[config.mk]
export PLATFORM = sky130hd
export DESIGN_NAME = ghrd
export DESIGN_NICKNAME = d
export VERILOG_FILES = /design/src/rtl/ghrd.sv
export SDC_FILE = /design/constraint.sdc
export NUM_CORES = 1
export LEC_CHECK = 0
export BUFFER_PORTS_ARGS = -buffer_cell sky130_fd_sc_hd__buf_2
export CORE_MARGIN = 1.5
export CORE_UTILIZATION = 35
export DETAILED_ROUTE_END_ITERATION = 6
export GPL_ROUTABILITY_DRIVEN = 0
export GPL_TIMING_DRIVEN = 0
export MAX_ROUTING_LAYER = met4
export PLACE_DENSITY = 0.49
export SYNTH_ARGS = -nofsm -noshare
export SYNTH_HDL_FRONTEND = slang
export SYNTH_SLANG_ARGS = --single-unit
[constraint.sdc]
create_clock -name FPGA_CLK1_50 -period 3.3 [get_ports FPGA_CLK1_50]
set_input_delay 0.33 -clock FPGA_CLK1_50 [delete_from_list [all_inputs] [get_ports FPGA_CLK1_50]]
set_output_delay 0.33 -clock FPGA_CLK1_50 [all_outputs]
set_load 0.02 [all_outputs]
[src/rtl/ghrd.sv]
// DE10-Nano user-logic top: 640x480@60 VGA raster with colour-bar / grey-ramp
// test pattern, debounced pattern toggle on KEY[1], reset request on KEY[0].
module ghrd #(
  parameter int unsigned DEBOUNCE_CYCLES = 1000000,
  parameter int unsigned HB_BITS         = 26,
  parameter int unsigned H_ACTIVE        = 640,
  parameter int unsigned H_FP            = 16,
  parameter int unsigned H_SYNC          = 96,
  parameter int unsigned H_BP            = 48,
  parameter int unsigned V_ACTIVE        = 480,
  parameter int unsigned V_FP            = 10,
  parameter int unsigned V_SYNC          = 2,
  parameter int unsigned V_BP            = 33
) (
  input  logic       FPGA_CLK1_50,
  input  logic       rst,
  input  logic       FPGA_CLK2_50,
  input  logic       FPGA_CLK3_50,
  input  logic [1:0] KEY,
  output logic [7:0] LED,
  output logic       VGA_HS,
  output logic       VGA_VS,
  output logic       VGA_DE,
  output logic [9:0] VGA_X,
  output logic [9:0] VGA_Y,
  output logic [7:0] VGA_R,
  output logic [7:0] VGA_G,
  output logic [7:0] VGA_B
);

  localparam int unsigned H_TOTAL  = H_ACTIVE + H_FP + H_SYNC + H_BP;
  localparam int unsigned V_TOTAL  = V_ACTIVE + V_FP + V_SYNC + V_BP;
  localparam int unsigned HS_START = H_ACTIVE + H_FP;
  localparam int unsigned HS_END   = HS_START + H_SYNC;
  localparam int unsigned VS_START = V_ACTIVE + V_FP;
  localparam int unsigned VS_END   = VS_START + V_SYNC;
  localparam int unsigned BAR_W    = H_ACTIVE / 8;
  localparam int unsigned DB_W     = $clog2(DEBOUNCE_CYCLES) + 1;

  logic clk;
  assign clk = FPGA_CLK1_50;

  // The spare board clocks are deliberately left dangling.
  logic unused_clks;
  assign unused_clks = &{1'b0, FPGA_CLK2_50, FPGA_CLK3_50};

  // Synchronisers power up released (buttons idle high) and are never reset.
  logic [1:0] key_meta = '1;
  logic [1:0] key_sync = '1;

  always_ff @(posedge clk) begin
    key_meta <= KEY;
    key_sync <= key_meta;
  end

  logic rst_i;
  assign rst_i = rst | ~key_sync[0];

  logic       pix_en;
  logic [9:0] h_cnt;
  logic [9:0] v_cnt;

  always_ff @(posedge clk) begin
    if (rst_i) begin
      pix_en <= 1'b0;
      h_cnt  <= '0;
      v_cnt  <= '0;
    end else begin
      pix_en <= ~pix_en;
      if (pix_en) begin
        if (h_cnt == 10'(H_TOTAL - 1)) begin
          h_cnt <= '0;
          v_cnt <= (v_cnt == 10'(V_TOTAL - 1)) ? '0 : v_cnt + 10'd1;
        end else begin
          h_cnt <= h_cnt + 10'd1;
        end
      end
    end
  end

  logic key1_db;
  logic [DB_W-1:0] db_cnt;
  logic mode;

  always_ff @(posedge clk) begin
    if (rst_i) begin
      key1_db <= 1'b1;
      db_cnt  <= '0;
      mode    <= 1'b0;
    end else if (key_sync[1] == key1_db) begin
      db_cnt <= '0;
    end else if (db_cnt == DB_W'(DEBOUNCE_CYCLES - 1)) begin
      key1_db <= key_sync[1];
      db_cnt  <= '0;
      // Only an accepted press (level going low) flips the pattern.
      if (!key_sync[1]) mode <= ~mode;
    end else begin
      db_cnt <= db_cnt + DB_W'(1);
    end
  end

  logic        de_c;
  logic        hs_c;
  logic        vs_c;
  logic [2:0]  bar;
  logic [23:0] rgb_c;

  always_comb begin
    de_c  = (h_cnt < 10'(H_ACTIVE)) && (v_cnt < 10'(V_ACTIVE));
    hs_c  = !((h_cnt >= 10'(HS_START)) && (h_cnt < 10'(HS_END)));
    vs_c  = !((v_cnt >= 10'(VS_START)) && (v_cnt < 10'(VS_END)));
    bar   = 3'(h_cnt / 10'(BAR_W));
    rgb_c = '0;
    if (de_c) begin
      if (mode) begin
        rgb_c = {3{h_cnt[9:2]}};
      end else begin
        case (bar)
          3'd0:    rgb_c = 24'hFFFFFF;
          3'd1:    rgb_c = 24'hFFFF00;
          3'd2:    rgb_c = 24'h00FFFF;
          3'd3:    rgb_c = 24'h00FF00;
          3'd4:    rgb_c = 24'hFF00FF;
          3'd5:    rgb_c = 24'hFF0000;
          3'd6:    rgb_c = 24'h0000FF;
          default: rgb_c = 24'h000000;
        endcase
      end
    end
  end

  always_ff @(posedge clk) begin
    if (rst_i) begin
      VGA_HS <= 1'b1;
      VGA_VS <= 1'b1;
      VGA_DE <= 1'b0;
      VGA_X  <= '0;
      VGA_Y  <= '0;
      VGA_R  <= '0;
      VGA_G  <= '0;
      VGA_B  <= '0;
    end else begin
      VGA_HS <= hs_c;
      VGA_VS <= vs_c;
      VGA_DE <= de_c;
      VGA_X  <= de_c ? h_cnt : '0;
      VGA_Y  <= de_c ? v_cnt : '0;
      {VGA_R, VGA_G, VGA_B} <= rgb_c;
    end
  end

  logic [HB_BITS-1:0] hb_cnt;

  always_ff @(posedge clk) begin
    if (rst_i) hb_cnt <= '0;
    else       hb_cnt <= hb_cnt + HB_BITS'(1);
  end

  assign LED = {hb_cnt[HB_BITS-1], 5'b00000, ~VGA_VS, mode};

endmodule

Word-level counts from Yosys, hierarchy flattened
Index checks and enable logic that the tools add are counted.
Word-level totals
  bits in read-only memories: 0
  flip-flop bits (word level): 121
  memories kept: 0
  bits in latches: 0
  memory bits (writable): 0
Operators by class
  div/mod/pow operators: 1
  bitwise operators: 8
  shifts and indexed selects: 0
  eq/ne operators: 10
  multipliers: 0
  reduce and logical (&&, ||, !) cells: 11
  muxes and demuxes: 4
  order comparisons: 6
  $add $sub $neg: 4
Operator list (count)
  case mux 24 bit (7 select lines): 1
  adder 26 x 1 -> 26 bit, second input constant: 1
  2-to-1 mux 24 bit: 1
  adder 21 x 1 -> 21 bit, second input constant: 1
  == test 21 x 20 -> 1 bit, second input constant: 1
  adder 10 x 1 -> 10 bit, second input constant: 2
  == test 10 bit, second input constant: 2
  less-than comparator 10 bit, second input constant: 2
  less-than comparator 10 x 9 -> 1 bit, second input constant: 2
  2-to-1 mux 10 bit: 2
  divider 10 x 7 -> 10 bit, second input constant: 1
  greater-or-equal comparator 10 bit, second input constant: 1
  greater-or-equal comparator 10 x 9 -> 1 bit, second input constant: 1
  == test 3 bit, second input constant: 3
  inverter 1 bit: 7
  == test 3 x 2 -> 1 bit, second input constant: 2
  AND reduction 2 bit: 2
  == test 3 x 1 -> 1 bit, second input constant: 1
  logical AND 1 bit: 3
  logical NOT 3 bit: 1
  AND reduction 3 bit: 1
  OR reduction 3 bit: 1
  logical NOT 1 bit: 2
  OR reduction 2 bit: 1
  other kinds (2): 2

Logic depth before layout (Yosys ltp)
Gate-level depths: netlist of the first run.
  depth in word-level cells: 4
  depth in mapped cells: 7
  mapped depth without buffers: 7

Least setup slack after synthesis of the first run
No wires, ideal clock.
  path type: reg-to-reg
  start: reg h_cnt[6]
  end: reg v_cnt[8]
  arrival: 1.810 ns
  cell stages (with the launch flop): 8
  data required time: 3.180 ns
  slack: 1.371 ns
  setup time: 0.120 ns
  buffers on the path: 2
  cell sequence: dfxtp_1 > buf_6 > or4b_4 > or3_1 > buf_6 > nor3_2 > xnor2_1 > nor2_1
Between the ends
  longest elaborated chain between the ends: 2
Ends and longest elaborated chain
  start, declared: RTL line 60  | logic [9:0] h_cnt;
  start signal, assigned: RTL line 75  | h_cnt <= h_cnt + 10'd1;
  == test 10 bit: RTL line 71  | if (h_cnt == 10'(H_TOTAL - 1)) begin
  AND reduction 2 bit (no line)
  end signal, assigned: RTL line 73  | v_cnt <= (v_cnt == 10'(V_TOTAL - 1)) ? '0 : v_cnt + 10'd1;
  end, declared: RTL line 61  | logic [9:0] v_cnt;
Every way passes these cells.
A chain may end at the register's enable or synchronous reset.

Worst setup path in the final report of the first run
  start: reg hb_cnt[0]
  end: reg hb_cnt[24]
Between the ends
  longest elaborated chain between the ends: 1
Ends and longest elaborated chain
  start, declared: RTL line 152  | logic [HB_BITS-1:0] hb_cnt;
  start signal, assigned: RTL line 156  | else hb_cnt <= hb_cnt + HB_BITS'(1);
  adder 26 x 1 -> 26 bit: RTL line 156
Every way passes these cells.

==> impl_metrics.tcl, run 1 <==
set metrics [dict create \
    status "completed" \
    ys_ff_latch 121 \
    rr_worst_depth 6 \
    start_util_pct 35.6 \
    fin_crit_ns 2.33 \
    drc_errors 0 \
    timing.fmax_ghz 0.429 \
    cts_max_path_buffers 2 \
    worst-path-stages 6 \
    crit_family "simple AND/OR/NAND/NOR gates" \
    postCtsResizedCells 0 \
    finalSetupTns_ns 0 \
    total_power_mw 3.61 \
    hold_viol 0 \
    crit_path_end_kind "flip-flop" \
    synthTopCellsByArea "dfxtp_1, xor2_1, nor2_1, xnor2_1, nand2_1" \
    finClkSkew_ns 0.00457 \
    clkSinkCount 121 \
    synthFlopType "dfxtp_1" \
    final_core_util_pct 44.6 \
    grt_pass1_wl_mm 16.5 \
    wl_per_cell_um 12.1 \
    dp.final_hpwl_mm 6.48 \
    required_ns 3.59 \
    track_usage_pct 15.2 \
    grt_max_degree 17 \
    first_global_vias 3483 \
    routed_wl_mm 9.41 \
    core_um2 13100 \
    port-buffer-count 53 \
    synthCells 510 \
    synth_area_leader_cell "dfxtp_1" \
    yosysWarnings 0 \
    die_x_um 119 \
    clockRootBuffer "clkbuf_16" \
    clock_latency_ns 0.41 \
    vias 3587 \
    min_path_cells 3 \
    fp.dieH_um 119 \
    vias_per_cell 4.61 \
    cpMaxStageDelayCell "nor4_1" \
    rsz0062_at_grt "false" \
    die-area_um2 14100 \
    yosysSeqAreaShare_pct 51.7 \
    slew-limit-headroom_pct 25.8 \
    cap_violations 0 \
    rows 42 \
    drv_slew 0 \
    drive_gt1_share_pct 16.6 \
    cp_slowest_stage_delay_ns 0.98 \
    async_reset_ff_share_pct 0 \
    worstPathMaxFanout 6 \
    cts_inserted_buffers 17 \
    ioPinCount 61 \
    synth-edff-count 0 \
    nNetsFinal 602 \
    min_path_type "in -> reg" \
    num_antenna_cells 0 \
    report.final.setup_viol 0 \
    final_cells 778 \
    synth.top_cells.by_count "dfxtp_1, nor2_1, nand2_1" \
    p_leak_nw 2.26 \
    synthesis.area_um2 4680 \
    path_clk_slew_ns 0.05 \
    worst_ep_arrival_time_ns 2.62 \
    period_share_pct 70.7 \
    ir_drop_uv 267 \
    grt_overflow 0 \
    cts_tree "built" \
    drtAntennaViolNets 0 \
    ys_types 47 \
    dp_cells 744 \
    yosys.cell_count.top_type "dfxtp_1" \
    critical_path.cell_chain "ha_1 -> nand3_1 -> nor4_1 -> nand4_1 -> xor2_1 -> nor2_1" \
    firstDrtPassIters 4 \
    worst_setup_path_start_kind "flip-flop" \
    antenna_found_initial 0 \
    p_per_area_nw_per_um2 616 \
    area_delta_synth_final_pct 25.1 \
    worstMarginPinSlew_ns 1.10 \
    worst-path-buf-inv 0 \
    hold_slack_ns 0.252 \
    synth_top_cell_area_share_pct 51.7 \
    worstSetupPathType "reg -> reg" \
    h-tree-depth 4 \
    syn_area_per_cell_um2 9.18 \
    initialDrtViolationCount 163 \
]
## cell type report
class | count | area [µm²]
clock inverter | 11 | 193
buffer | 26 | 139
fill | 1323 | 7280
sequential | 121 | 2420
timing repair buffer | 55 | 285
multi-input combinational | 356 | 2100
inverter | 12 | 45.0
clock buffer | 21 | 460
tap | 176 | 220
## per-layer routing
metal  GRT usage (%)  up-vias  wire length (µm)  part of all wire, %
met1            19.0     1632              4620                   49
met3            4.10       14               446                  4.7
met4            8.06        0               197                  2.1
li1                -     1860                 -                    -
met2            22.3       81              4150                   44
met5               -        -                 0                    0
## cell families (layout without fill, tap and decap cells)
group | after synthesis | in the layout | share of synthesized area (%)
adder cells (fa/ha/maj) | 7 | 7 | 1.87
AO/OA/AOI/OAI | 52 | 52 | 6.25
XOR/XNOR | 59 | 59 | 11.0
other | 1 | 6 | 0.0801
AND/OR/NAND/NOR | 229 | 229 | 24.4
buffers and inverters | 38 | 125 | 3.93
multiplexers | 3 | 3 | 0.668
flip-flops | 121 | 121 | 51.7
## worst reg2reg max path, delay by kind of cell (launching register included)
| kind | cells | cell delay [ns] |
|---|---|---|
| fa+ha+maj | 1 | 0.20 |
| flops | 1 | 0.37 |
| xor+xnor | 1 | 0.19 |
| simple gates | 4 | 1.45 |
## per-stage QoR
| stage | setup slack [ns] | cell area [µm²] |
|---|---|---|
| final | 0.968 | 5860 |
| after CTS | 0.953 | 5860 |
| after detailed placement | 0.971 | 5190 |
| after floorplan | 1.37 | 4700 |
| after global placement | 0.962 | 5190 |
| after global routing | 0.717 | 5860 |
## report_power, final
part / switching [mW] / internal [mW]
Combinational: 0.0656 / 0.0287
Clock: 0.648 / 1.38
Sequential: 0.00677 / 1.48
## sequential cells by signal, indices dropped and copies added, names as in the netlist
| register | count |
|---|---|
| hb_cnt | 26 |
| db_cnt | 21 |
| VGA_X | 10 |
| VGA_Y | 10 |
| h_cnt | 10 |
| v_cnt | 10 |
| VGA_B | 8 |
| VGA_G | 8 |
| VGA_R | 8 |
| key_meta | 2 |
| key_sync | 2 |
| VGA_DE | 1 |
| VGA_HS | 1 |
| VGA_VS | 1 |
| key1_db | 1 |
| mode | 1 |
| pix_en | 1 |
## placed cells by master, fill, tap and decap left out, drive strengths merged, types with 16 or more instances in the layout
cell type  netlist  final
nand4           16     16
o21ai           18     18
dfxtp          121    121
nor2            84     84
xor2            38     38
nand3           21     21
buf             10     63
nand2           42     42
xnor2           21     21
a21oi           24     24
clkbuf          16     37
## what timing repair did
item	4_1_cts	5_1_grt
hold buffers	2	0
setup buffers	0	0
hold endpoints to repair	2	0
## final timing paths
path                              from  slack, ns               endpoint
setup reg to reg  hb_cnt[0]$_SDFF_PP0_       0.97  hb_cnt[24]$_SDFF_PP0_
setup / recovery  hb_cnt[0]$_SDFF_PP0_       0.97  hb_cnt[24]$_SDFF_PP0_
hold reg to reg    key_meta[0]$_DFF_P_       0.32    key_sync[0]$_DFF_P_
hold / removal                     rst       0.25   key1_db$_SDFFE_PP1P_
(Power assumes the default switching activity.)
==> inputs of run 2 (changes only) <==
==> constraint.sdc (replaced) <==
create_clock -name FPGA_CLK1_50 -period 2.3 [get_ports FPGA_CLK1_50]
set_input_delay 0.23 -clock FPGA_CLK1_50 [delete_from_list [all_inputs] [get_ports FPGA_CLK1_50]]
set_output_delay 0.23 -clock FPGA_CLK1_50 [all_outputs]
set_load 0.02 [all_outputs]
==> run 2 against run 1 <==
Critical path depth unchanged. Fmax up 15%. Final cell count is the same. Utilization up 0.14 points. Largest cell class unchanged.
==> impl_metrics.tcl, run 2 (synthesized netlist as in run 1, its figures left out) <==
set metrics [dict create \
    worst_ep_arrival_time_ns 2.30 \
    rsz0062_at_grt "false" \
    min_path_cells 3 \
    die-area_um2 14100 \
    cts_inserted_buffers 17 \
    worstMarginPinSlew_ns 0.760 \
    reg_top3 "hb_cnt (26), db_cnt (21)" \
    track_usage_pct 15.2 \
    grt_pass1_wl_mm 16.5 \
    antenna_found_initial 0 \
    crit_path_end_kind "flip-flop" \
    port-buffer-count 53 \
    fin_crit_ns 2.03 \
    ioPinCount 61 \
    routed_wl_mm 9.42 \
    hold_viol 0 \
    path_clk_slew_ns 0.05 \
    vias_per_cell 4.58 \
    grt_max_degree 17 \
    cts_max_path_buffers 2 \
    drtAntennaViolNets 0 \
    fp.dieH_um 119 \
    drv_slew 0 \
    initialDrtViolationCount 186 \
    largest_reg_flops 26 \
    vias 3567 \
    period_share_pct 88.1 \
    die_x_um 119 \
    final_cell_area_um2 5880 \
    dpl_cell_area_um2 5190 \
    top_usage_layer "met2" \
    finClkSkew_ns 0.00435 \
    clockRootBuffer "clkbuf_16" \
    layout_common_cells "dfxtp_1, nor2_1, buf_2" \
    post-place-ws_ns -0.0288 \
    required_ns 2.58 \
    use_met3_pct 4.10 \
    worst_setup_path_start_kind "flip-flop" \
    worst-path-buf-inv 1 \
    grt_util_met2_pct 22.2 \
    gr-usage-met1_pct 19.2 \
    status "completed" \
    cpMostUsedCell "o21ai_0" \
    core_um2 13100 \
    report.final.setup_viol 0 \
    crit_family "compound AO/OA/AOI/OAI gates" \
    cpMaxStageDelayCell "dfxtp_1" \
    fin_ws_ns 0.274 \
    worstPathMaxFanout 10 \
    top_register "hb_cnt" \
    final_core_util_pct 44.8 \
    drc_errors 0 \
    p_leak_nw 2.27 \
    cts_tree "built" \
    cap_violations 0 \
    rr_worst_depth 6 \
    critical_path.cell_chain "clkbuf_1 -> mux2_2 -> o21ai_0 -> a22oi_1 -> o221ai_2 -> o21ai_0" \
    ir_drop_uv 383 \
    firstDrtPassIters 4 \
    clkSinkCount 121 \
    postCtsSetupRepairBufs 0 \
    num_antenna_cells 0 \
    start_util_pct 35.6 \
    timing.fmax_ghz 0.494 \
    hold_slack_ns 0.154 \
    drive_gt1_share_pct 17.6 \
    total_power_mw 5.18 \
    first_global_vias 3489 \
    dp.final_hpwl_mm 6.48 \
    slew-limit-headroom_pct 49.2 \
    rows 42 \
    clock_latency_ns 0.41 \
    mostFrequentLayoutCell "dfxtp_1" \
    min_path_type "in -> reg" \
    area_delta_synth_final_pct 25.5 \
    worstSetupPathType "reg -> reg" \
    cp_slowest_stage_delay_ns 0.42 \
    grt_overflow 0 \
    nNetsFinal 602 \
    p_per_area_nw_per_um2 882 \
    h-tree-depth 4 \
    wl_per_cell_um 12.1 \
    worst-path-stages 6 \
]
-- run 2: cell types whose count changed in the layout (fill, tap and decap cells not counted), sizes merged --
cell,before,now
buf,63,62
clkbuf,37,38
-- run 2: worst min-delay path: stages --
cell and delay [ns]:
buf_2 0.09, nor2b_1 0.11, o211ai_1 0.10
-- run 2: through the flow --
| stage | instances | TNS (ns) |
|---|---|---|
| finish | 778 | 0 |
| global placement | 744 | -0.0901 |
| global route | 778 | 0 |
| floorplan | 515 | 0 |
| detailed placement | 744 | -0.0428 |
| CTS | 778 | 0 |
-- run 2: final cells by class --
cell class	count	area, µm²
plain buffers	26	143
clock buffers	21	460
clock inverters	11	193
fillers	1329	7260
inverters	12	45.0
multi-input cells	356	2110
flip-flops and latches	121	2420
well taps	176	220
repair buffers	55	285
-- run 2: what timing repair did --
action / CTS / global route
hold buffers: 2 / 0
setup endpoints to repair: 4 / 19
endpoints found under the hold margin: 2 / 0
cloned: 0 / 0
resized for setup: 2 / 5
-- run 2: metal layers --
layer  routed length, µm  part of all wire [%]
met2                4130                    44
met4                 206                   2.2
met1                4660                    50
met5                   0                     0
met3                 417                   4.4
-- run 2: report_power, final --
| part | internal, mW | leakage [nW] | switching, mW |
|---|---|---|---|
| clock | 1.98 | 0.314 | 0.929 |
| sequential | 2.13 | 0.984 | 0.00969 |
| combinational | 0.0418 | 0.976 | 0.0947 |
-- run 2: final timing paths --
kind / startpoint / endpoint / slack [ns]
setup / recovery: h_cnt[7]$_SDFFE_PP0P_ / VGA_B[2]$_SDFF_PP0_ / 0.27
hold / removal: rst / key1_db$_SDFFE_PP1P_ / 0.15
setup reg to reg: h_cnt[7]$_SDFFE_PP0P_ / VGA_B[2]$_SDFF_PP0_ / 0.27
hold reg to reg: key_meta[0]$_DFF_P_ / key_sync[0]$_DFF_P_ / 0.32
